==> config.mk <==
export PLATFORM = sky130hd
export DESIGN_NAME = dcache_writeback_buffer
export DESIGN_NICKNAME = d
export VERILOG_FILES = /design/src/rtl/dcache_writeback_buffer.sv
export SDC_FILE = /design/constraint.sdc
export NUM_CORES = 1
export LEC_CHECK = 0
export ABC_AREA = 1
export CORE_ASPECT_RATIO = 0.8
export CORE_MARGIN = 5
export CORE_UTILIZATION = 30
export DETAILED_ROUTE_END_ITERATION = 7
export GPL_ROUTABILITY_DRIVEN = 0
export MAX_ROUTING_LAYER = met4
export PLACE_DENSITY = 0.48
export RECOVER_POWER = 25
export SLEW_MARGIN = 20
export SYNTH_ARGS = -nofsm -noshare
export SYNTH_HDL_FRONTEND = slang
export SYNTH_SLANG_ARGS = --single-unit
==> constraint.sdc <==
create_clock -name clk_i -period 9.5 [get_ports clk_i]
set_input_delay 1.9 -clock clk_i [delete_from_list [all_inputs] [get_ports clk_i]]
set_output_delay 1.9 -clock clk_i [all_outputs]
set_load 0.02 [all_outputs]
==> src/rtl/dcache_writeback_buffer.sv <==
// Word-granular write buffer between the dcache controller and memory: coalesces
// stores into unlocked entries, drains in order via req/ack/done, and serves load lookups.
module dcache_writeback_buffer #(
    parameter int unsigned DEPTH = 4,
    parameter int unsigned PLEN  = 34,
    parameter int unsigned XLEN  = 32
) (
    input  logic              clk_i,
    input  logic              rst_ni,
    input  logic              wb_valid_i,
    output logic              wb_ready_o,
    input  logic [PLEN-1:0]   wb_addr_i,
    input  logic [XLEN-1:0]   wb_data_i,
    input  logic [XLEN/8-1:0] wb_be_i,
    input  logic              flush_i,
    output logic              empty_o,
    input  logic [PLEN-1:0]   lookup_addr_i,
    output logic              lookup_hit_o,
    output logic [XLEN-1:0]   lookup_data_o,
    output logic [XLEN/8-1:0] lookup_be_o,
    output logic              mem_req_o,
    input  logic              mem_ack_i,
    input  logic              mem_done_i,
    output logic [PLEN-1:0]   mem_addr_o,
    output logic [XLEN-1:0]   mem_data_o,
    output logic [XLEN/8-1:0] mem_be_o,
    output logic [2:0]        mem_size_o
);

    localparam int unsigned PTR_W   = $clog2(DEPTH);
    localparam int unsigned CNT_W   = PTR_W + 1;
    localparam int unsigned BE_W    = XLEN / 8;
    localparam int unsigned WADDR_W = PLEN - 2;

    typedef enum logic [1:0] {IDLE, REQ, WAIT_DONE} state_e;

    logic [DEPTH-1:0]   valid_q;
    logic [WADDR_W-1:0] addr_q [DEPTH];
    logic [XLEN-1:0]    data_q [DEPTH];
    logic [BE_W-1:0]    be_q   [DEPTH];
    logic [PTR_W-1:0]   head_q, tail_q;
    logic [CNT_W-1:0]   count_q;
    state_e             state_q;
    logic               mem_req_q;

    logic               match_hit;
    logic [PTR_W-1:0]   match_idx;
    logic               push_fire, push_new, pop;
    logic               unused_addr_lsbs;

    assign unused_addr_lsbs = ^{wb_addr_i[1:0], lookup_addr_i[1:0]};

    function automatic logic [PTR_W-1:0] age_idx(input logic [PTR_W-1:0] head, input int k);
        return head + PTR_W'(k);
    endfunction

    // Coalesce target: the head is excluded while the drain FSM owns it
    always_comb begin
        match_hit = 1'b0;
        match_idx = '0;
        for (int k = 0; k < DEPTH; k++) begin
            if (valid_q[age_idx(head_q, k)]
                && addr_q[age_idx(head_q, k)] == wb_addr_i[PLEN-1:2]
                && !(age_idx(head_q, k) == head_q && state_q != IDLE)) begin
                match_hit = 1'b1;
                match_idx = age_idx(head_q, k);
            end
        end
    end

    // Walk oldest to youngest so the youngest match wins
    always_comb begin
        lookup_hit_o  = 1'b0;
        lookup_data_o = '0;
        lookup_be_o   = '0;
        for (int k = 0; k < DEPTH; k++) begin
            if (valid_q[age_idx(head_q, k)]
                && addr_q[age_idx(head_q, k)] == lookup_addr_i[PLEN-1:2]) begin
                lookup_hit_o  = 1'b1;
                lookup_data_o = data_q[age_idx(head_q, k)];
                lookup_be_o   = be_q[age_idx(head_q, k)];
            end
        end
    end

    assign wb_ready_o = !flush_i && (count_q < CNT_W'(DEPTH) || match_hit);
    assign push_fire  = wb_valid_i && wb_ready_o;
    assign push_new   = push_fire && !match_hit;
    assign pop        = (state_q == REQ && mem_ack_i && mem_done_i)
                     || (state_q == WAIT_DONE && mem_done_i);

    assign empty_o    = (count_q == '0) && (state_q == IDLE);
    assign mem_req_o  = mem_req_q;
    assign mem_addr_o = {addr_q[head_q], 2'b00};
    assign mem_data_o = data_q[head_q];
    assign mem_be_o   = be_q[head_q];
    assign mem_size_o = 3'b010;

    // Payload storage, not reset
    always_ff @(posedge clk_i) begin
        if (push_new) begin
            addr_q[tail_q] <= wb_addr_i[PLEN-1:2];
            data_q[tail_q] <= wb_data_i;
            be_q[tail_q]   <= wb_be_i;
        end else if (push_fire) begin
            for (int b = 0; b < BE_W; b++) begin
                if (wb_be_i[b]) begin
                    data_q[match_idx][8*b +: 8] <= wb_data_i[8*b +: 8];
                end
            end
            be_q[match_idx] <= be_q[match_idx] | wb_be_i;
        end
    end

    // Pointers, occupancy and drain FSM
    always_ff @(posedge clk_i or negedge rst_ni) begin
        if (!rst_ni) begin
            valid_q   <= '0;
            head_q    <= '0;
            tail_q    <= '0;
            count_q   <= '0;
            state_q   <= IDLE;
            mem_req_q <= 1'b0;
        end else begin
            if (push_new) begin
                valid_q[tail_q] <= 1'b1;
                tail_q          <= tail_q + PTR_W'(1);
            end
            if (pop) begin
                valid_q[head_q] <= 1'b0;
                head_q          <= head_q + PTR_W'(1);
            end
            case ({push_new, pop})
                2'b10:   count_q <= count_q + CNT_W'(1);
                2'b01:   count_q <= count_q - CNT_W'(1);
                default: count_q <= count_q;
            endcase

            case (state_q)
                IDLE: begin
                    if (count_q != '0) begin
                        state_q   <= REQ;
                        mem_req_q <= 1'b1;
                    end
                end
                REQ: begin
                    if (mem_ack_i) begin
                        mem_req_q <= 1'b0;
                        state_q   <= mem_done_i ? IDLE : WAIT_DONE;
                    end
                end
                WAIT_DONE: begin
                    if (mem_done_i) begin
                        state_q <= IDLE;
                    end
                end
                default: begin
                    state_q   <= IDLE;
                    mem_req_q <= 1'b0;
                end
            endcase
        end
    end

endmodule

# After elaboration in Yosys (flattened, before gate mapping)

Memories as Yosys holds them, arrays and structs flattened.
Cells that the tools add are included.

Muxes and demuxes: 70
$lt $le $gt $ge: 8
Eq/ne operators: 18
Reductions and logical operators: 41
Add/sub/neg operators: 6
Bitwise gates (word level): 5

Operators with widths:

| kind                  | count |
|---|---|
| $eq A32 B32 Y1        | 8 |
| $mux W32              | 5 |
| $mux W1               | 38 |
| $mux W4               | 8 |
| $reduce_or A32 Y1     | 1 |
| $logic_and A1 B1 Y1   | 24 |
| $mux W2               | 10 |
| $lt A2 B3 Y1 const B  | 5 |
| $bmux W1 S2           | 4 |
| $or A4 B4 Y4          | 2 |
| $eq A2 B2 Y1          | 3 |
| $logic_not A1 Y1      | 6 |
| $pmux W2 S3           | 1 |
| $pmux W3 S2           | 1 |
| $reduce_and A3 Y1     | 2 |
| $add A2 B1 Y2 const B | 2 |
| $add A2 B2 Y2 const B | 2 |
| $and A4 B4 Y4         | 1 |
| $demux W1 S2          | 2 |
| $eq A2 B1 Y1 const B  | 2 |
| $eq A2 B2 Y1 const B  | 2 |
| $ge A2 B1 Y1 const B  | 2 |
| $ne A2 B2 Y1 const B  | 2 |
| $not A4 Y4            | 1 |
| 12 further kinds      | 14 |

Bits of input ports: 110
Bits in registers: 14
Memories kept: 3
Output and inout port bits: 113
Word-level logic and storage cells: 157
Bits in writable memories: 272

Memory list:

| memory | depth | width | rd ports | clocked after memory_dff | wr ports | RTL line | text |
|---|---|---|---|---|---|---|---|
| addr_q | 4     | 32    | 4        | 0                        | 1        | 38       | `logic [WADDR_W-1:0] addr_q [DEPTH];` |
| data_q | 4     | 32    | 4        | 0                        | 1        | 39       | `logic [XLEN-1:0] data_q [DEPTH];` |
| be_q   | 4     | 4     | 5        | 0                        | 1        | 40       | `logic [BE_W-1:0] be_q [DEPTH];` |

# Logic depth before layout (Yosys ltp)

Depth in word-level cells: 16
Depth in mapped cells: 31
Gate-level depth less buffers: 23

# Worst setup path before layout

Ideal clock, no wire load.

Path kind: register to output
Start: register head_q[1]
End: output port lookup_data_o[28]
Cell stages (with the launch flop): 23
Buffers on the path: 8
Data arrival time: 4.037 ns
Path slack: 3.563 ns
Required time: 7.600 ns
Cells stage by stage: dfrtp_1 buf_2 inv_2 buf_4 buf_2 buf_1 clkbuf_1 ha_1 buf_2 inv_2 clkbuf_1 nand3_1 nand2_1 inv_1 a221oi_1 nand2_1 or3_1 nor2_4 buf_2 nand3_1 nand2_1 nand2_1 a21oi_1

Word-level cells in the longest chain between the ends: 7
Elaborated cells on any way between the ends: 25
Those cells by class: add/sub: 3; eq/ne: 4; mux: 12; reduce/logical: 4; memory: 2

Ends and longest elaborated chain:

| element                                                | RTL line | text |
|---|---|---|
| from (decl)                                            | 41       | `logic [PTR_W-1:0] head_q, tail_q;` |
| from (signal assigned)                                 | 131      | `head_q <= head_q + PTR_W'(1);` |
| $add A2 B1 Y2 (tied with other cells)                  | 54       | `return head + PTR_W'(k);` |
| $mem_v2 Z4 W32 (tied with other cells)                 | n/a      |  |
| $eq A32 B32 Y1 (tied with other cells)                 | 78       | `&& addr_q[age_idx(head_q, k)] == lookup_addr_i[PLEN-1:2]) begin` |
| $logic_and A1 B1 Y1 / $mux W32 (equally long branches) | 78, 77   |  |
| $mux W32 (2 in series)                                 | 77       | `if (valid_q[age_idx(head_q, k)]` |
| $mux W32 (*)                                           | 77       |  |
| to (decl)                                              | 19       | `output logic [XLEN-1:0] lookup_data_o,` |

Mark *: on every way between the ends. The rest lies on a longest branch, timed or not. The select of a mux whose other input is x is not followed.

# Worst setup path after layout

Start: register head_q[0]
End: output port lookup_be_o[3]

Word-level cells in the longest chain between the ends: 7
Elaborated cells on any way between the ends: 25
Those cells by class: add/sub: 3; eq/ne: 4; mux: 12; reduce/logical: 4; memory: 2

Ends and longest elaborated chain:

| element                                               | RTL line | text |
|---|---|---|
| $add A2 B1 Y2 (tied with other cells)                 | 54       |  |
| $mem_v2 Z4 W32 (tied with other cells)                | n/a      |  |
| $eq A32 B32 Y1 (tied with other cells)                | 78       |  |
| $logic_and A1 B1 Y1 / $mux W4 (equally long branches) | 78, 77   |  |
| $mux W4 (2 in series)                                 | 77       |  |
| $mux W4 (*)                                           | 77       |  |
| to (decl)                                             | 20       | `output logic [XLEN/8-1:0] lookup_be_o,` |

Marks and branches as above.

==> out/qor.csv <==
metric,value,unit
status,completed,
Area Growth Syn to Fin,19.3,%
critical path class,reg -> out,
Setup crit start kind,flop,
"Primary FF master, synth",edfxtp_1,
Post-Synth Simple-Gate Area,33.7,%
routed vias,21300,
WP data required,7.60,ns
die area,0.0752,mm^2
First-pass DRT Iterations,7,
die height,246,um
clock network power share,16.0,%
Reg2Reg Setup Slack,2.91,ns
power density cells,354,mW/mm^2
RSZ-0062 raised after global routing,no,
total CTS buffers,37,
I/O pins,223,
max_cap viols,0,
"Seq/Total Area, Yosys",40.7,%
compound-gate portion of the synthesized area,10.4,%
warnings from Yosys,0,
number of global-route vias before repair,19400,
post-CTS setup buffer count,0,
Vias/cell,5.32,
# resized after CTS,0,
root buf cell,clkbuf_16,
Tot GR Track Use,22.4,%
Net Sw Power,4.81,mW
Synth Cell Area,0.0209,mm^2
buffers added on ports,213,
Worst setup EP type,output pin,
final WL,85.7,mm
period utilisation layout,85.2,%
Final Skew,0.0237,ns
fin crit period,8.09,ns
Avg WL per Cell,21.4,um
DRC viols,0,
mux share of post-synthesis cell area,3.06,%
total negative setup slack,0,ns
Sw Ratio,54.3,%
Die X,305,um
fmax,124,MHz
register bit count reported by yosys,286,
Sink Count,286,
combinational power share,66.3,%
synth unique cells,51,
cell-internal power,4.04,mW
CTS tree,built,
Post-synth ARST share,4.90,%
Critical Path AT,6.19,ns
sequential power share,17.7,%
fin. max-slew vios,0,
Clock Pin Slew Worst Setup and Hold Paths,0.06,ns
Final setup viols,0,
initial antenna violation count,11,
Core Rows,86,
DR iter-0 viols,2418,
hold violation total from the final report,0,
Layout Utilization,36.2,%
static leakage,10.6,nW
Avg Inst Size Synth,7.18,um^2
Post-synth EDFFs,272,
Worst VDD drop,0.231,mV
GRT overflow,0,
Hold Crit Class,reg -> reg,
starting density of the core,30.3,%
Synth Area in Adders,0.634,%
Worst-Margin Slew,1.13,ns
CTS Hold Bufs,0,
CORE AREA,0.0690,mm^2
Post-DRT Antenna Nets,0,
clock insertion delay at the later pin of the skew report,0.57,ns
Total Nets Final,3162,
largest net degree at the start of global routing,193,
Mapped Cells,2914,
layout cells sized above 1,3.71,%
largest family of logic cells by synthesized area,simple AND/OR/NAND/NOR gates,
Final HPWL DP,62.7,mm
first-pass GRT wire length,125,mm
crit path max fanout,83,
Max-slew headroom,24.4,%
Synth Area in XOR/XNOR,3.60,%
H-tree depth,2,
Max clock buf depth,3,
-- cell usage in the layout (no fill, tap or decap), types with 9 or more instances in the layout --
cell type        instances
a21oi_1                 86
buf_4                   30
clkbuf_16               37
clkdlybuf4s50_1        169
clkinv_1                 9
dfrtp_1                 12
dlygate4sd3_1           44
edfxtp_1               272
inv_1                  209
mux2i_1                 64
nand2_1               1015
nand3_1                444
nand4_1                 13
nor2_1                 152
nor4_1                  13
o211ai_1                10
o21ai_0                256
o21ai_1                 16
o22ai_1                 22
xnor2_1                 12
xor2_1                  74
-- power by group through the flow --
stage | registers [mW] | clock network [mW] | logic [mW]
3_5_place_dp | 1.59 | 0 | 5.69
6_report | 1.56 | 1.42 | 5.86
5_1_grt | 1.57 | 1.50 | 6.33
3_3_place_gp | 1.59 | 0 | 5.65
4_1_cts | 1.56 | 1.45 | 5.71
2_1_floorplan | 1.55 | 0 | 3.71
-- Yosys cell counts (5+ instances only) --
library cell / number / area, um^2
a21oi_1: 86 / 430
a221oi_1: 8 / 70.1
a22o_1: 5 / 43.8
buf_1: 24 / 90.1
buf_2: 44 / 220
buf_4: 19 / 143
buf_6: 10 / 113
clkbuf_1: 62 / 233
dfrtp_1: 14 / 350
edfxtp_1: 272 / 8170
ha_1: 9 / 113
inv_1: 209 / 785
inv_2: 10 / 37.5
mux2i_1: 64 / 641
nand2_1: 1015 / 3810
nand3_1: 444 / 2220
nand4_1: 13 / 81.3
nor2_1: 154 / 578
nor2_2: 5 / 31.3
nor3_1: 7 / 35.0
nor4_1: 13 / 81.3
o211ai_1: 10 / 75.1
o21ai_0: 256 / 1280
o21ai_1: 16 / 80.1
o22ai_1: 22 / 138
xnor2_1: 12 / 105
xor2_1: 74 / 648
-- registers in the layout, indices dropped and copies added (netlist names) --
name       count
addr_q       128
be_q          16
count_q        3
data_q       128
head_q         2
mem_req_o      1
state_q        2
tail_q         2
valid_q        4
-- worst max-delay path, stage by stage, from the launching register on --
cell and delay [ns]:
dfrtp_4 0.48, inv_4 0.63, ha_4 0.62, inv_4 0.30
buf_4 0.29, nand3_1 0.12, nand2_1 0.17, nand2_1 0.09
o21ai_0 0.11, or4_1 0.55, nor2_1 0.13, nand4_1 0.16
nor2_4 0.17, buf_4 0.53, a21oi_1 0.09, a21oi_1 0.38
clkdlybuf4s50_1 0.70
-- metrics by stage --
stage / power (mW) / hold WS, ns / std cells / instance area [um^2] / worst slack (ns)
after floorplan: 5.26 / 0.446 / 2917 / 20900 / 3.56
after global placement: 7.24 / 0.463 / 3927 / 23700 / 1.93
after detailed placement: 7.28 / 0.467 / 3927 / 23700 / 1.93
after CTS: 8.73 / 0.480 / 3993 / 24900 / 1.53
after global routing: 9.40 / 0.497 / 3999 / 25000 / 1.20
final: 8.84 / 0.473 / 4001 / 25000 / 1.41
-- final timing paths --
path	from	endpoint	cells after the start
hold / removal	count_q[0]$_DFFE_PN0P_	count_q[0]$_DFFE_PN0P_	1
min in group asynchronous	rst_ni	mem_req_o$_DFFE_PN0P_	1
max in group asynchronous	rst_ni	head_q[1]$_DFFE_PN0N_	1
hold reg to reg	count_q[0]$_DFFE_PN0P_	count_q[0]$_DFFE_PN0P_	1
setup / recovery	head_q[0]$_DFFE_PN0N_	lookup_be_o[3]	16
setup reg to reg	head_q[0]$_DFFE_PN0N_	data_q[0][12]$_DFFE_PP_	20
-- layout make-up --
type,count,area [um^2]
Fill cell,7082,44000
Multi-Input combinational cell,2252,10800
Sequential cell,286,8530
Timing Repair Buffer,245,2400
Tap cell,924,1160
Clock buffer,45,956
Inverter,220,833
Clock inverter,21,233
Antenna cell,8,20.0
-- kinds of logic (layout without fill, tap and decap cells) --
| logic type | after synthesis | in the layout |
|---|---|---|
| and+or+nand+nor | 1676 | 1676 |
| xor gates and xnor gates | 86 | 86 |
| muxes | 64 | 64 |
| buffers and inverters | 379 | 531 |
| other | 2 | 13 |
| adders and majority gates | 10 | 10 |
| DFF | 286 | 286 |
| AOI/OAI and AO/OA | 411 | 411 |
-- per-layer routing --
metal / track usage (%) / share of wire (%)
met5: - / 0
met3: 5.43 / 10
met4: 6.35 / 2.9
met1: 30.5 / 44
met2: 33.5 / 43
No activity file was read; power rests on OpenSTA's default activity.
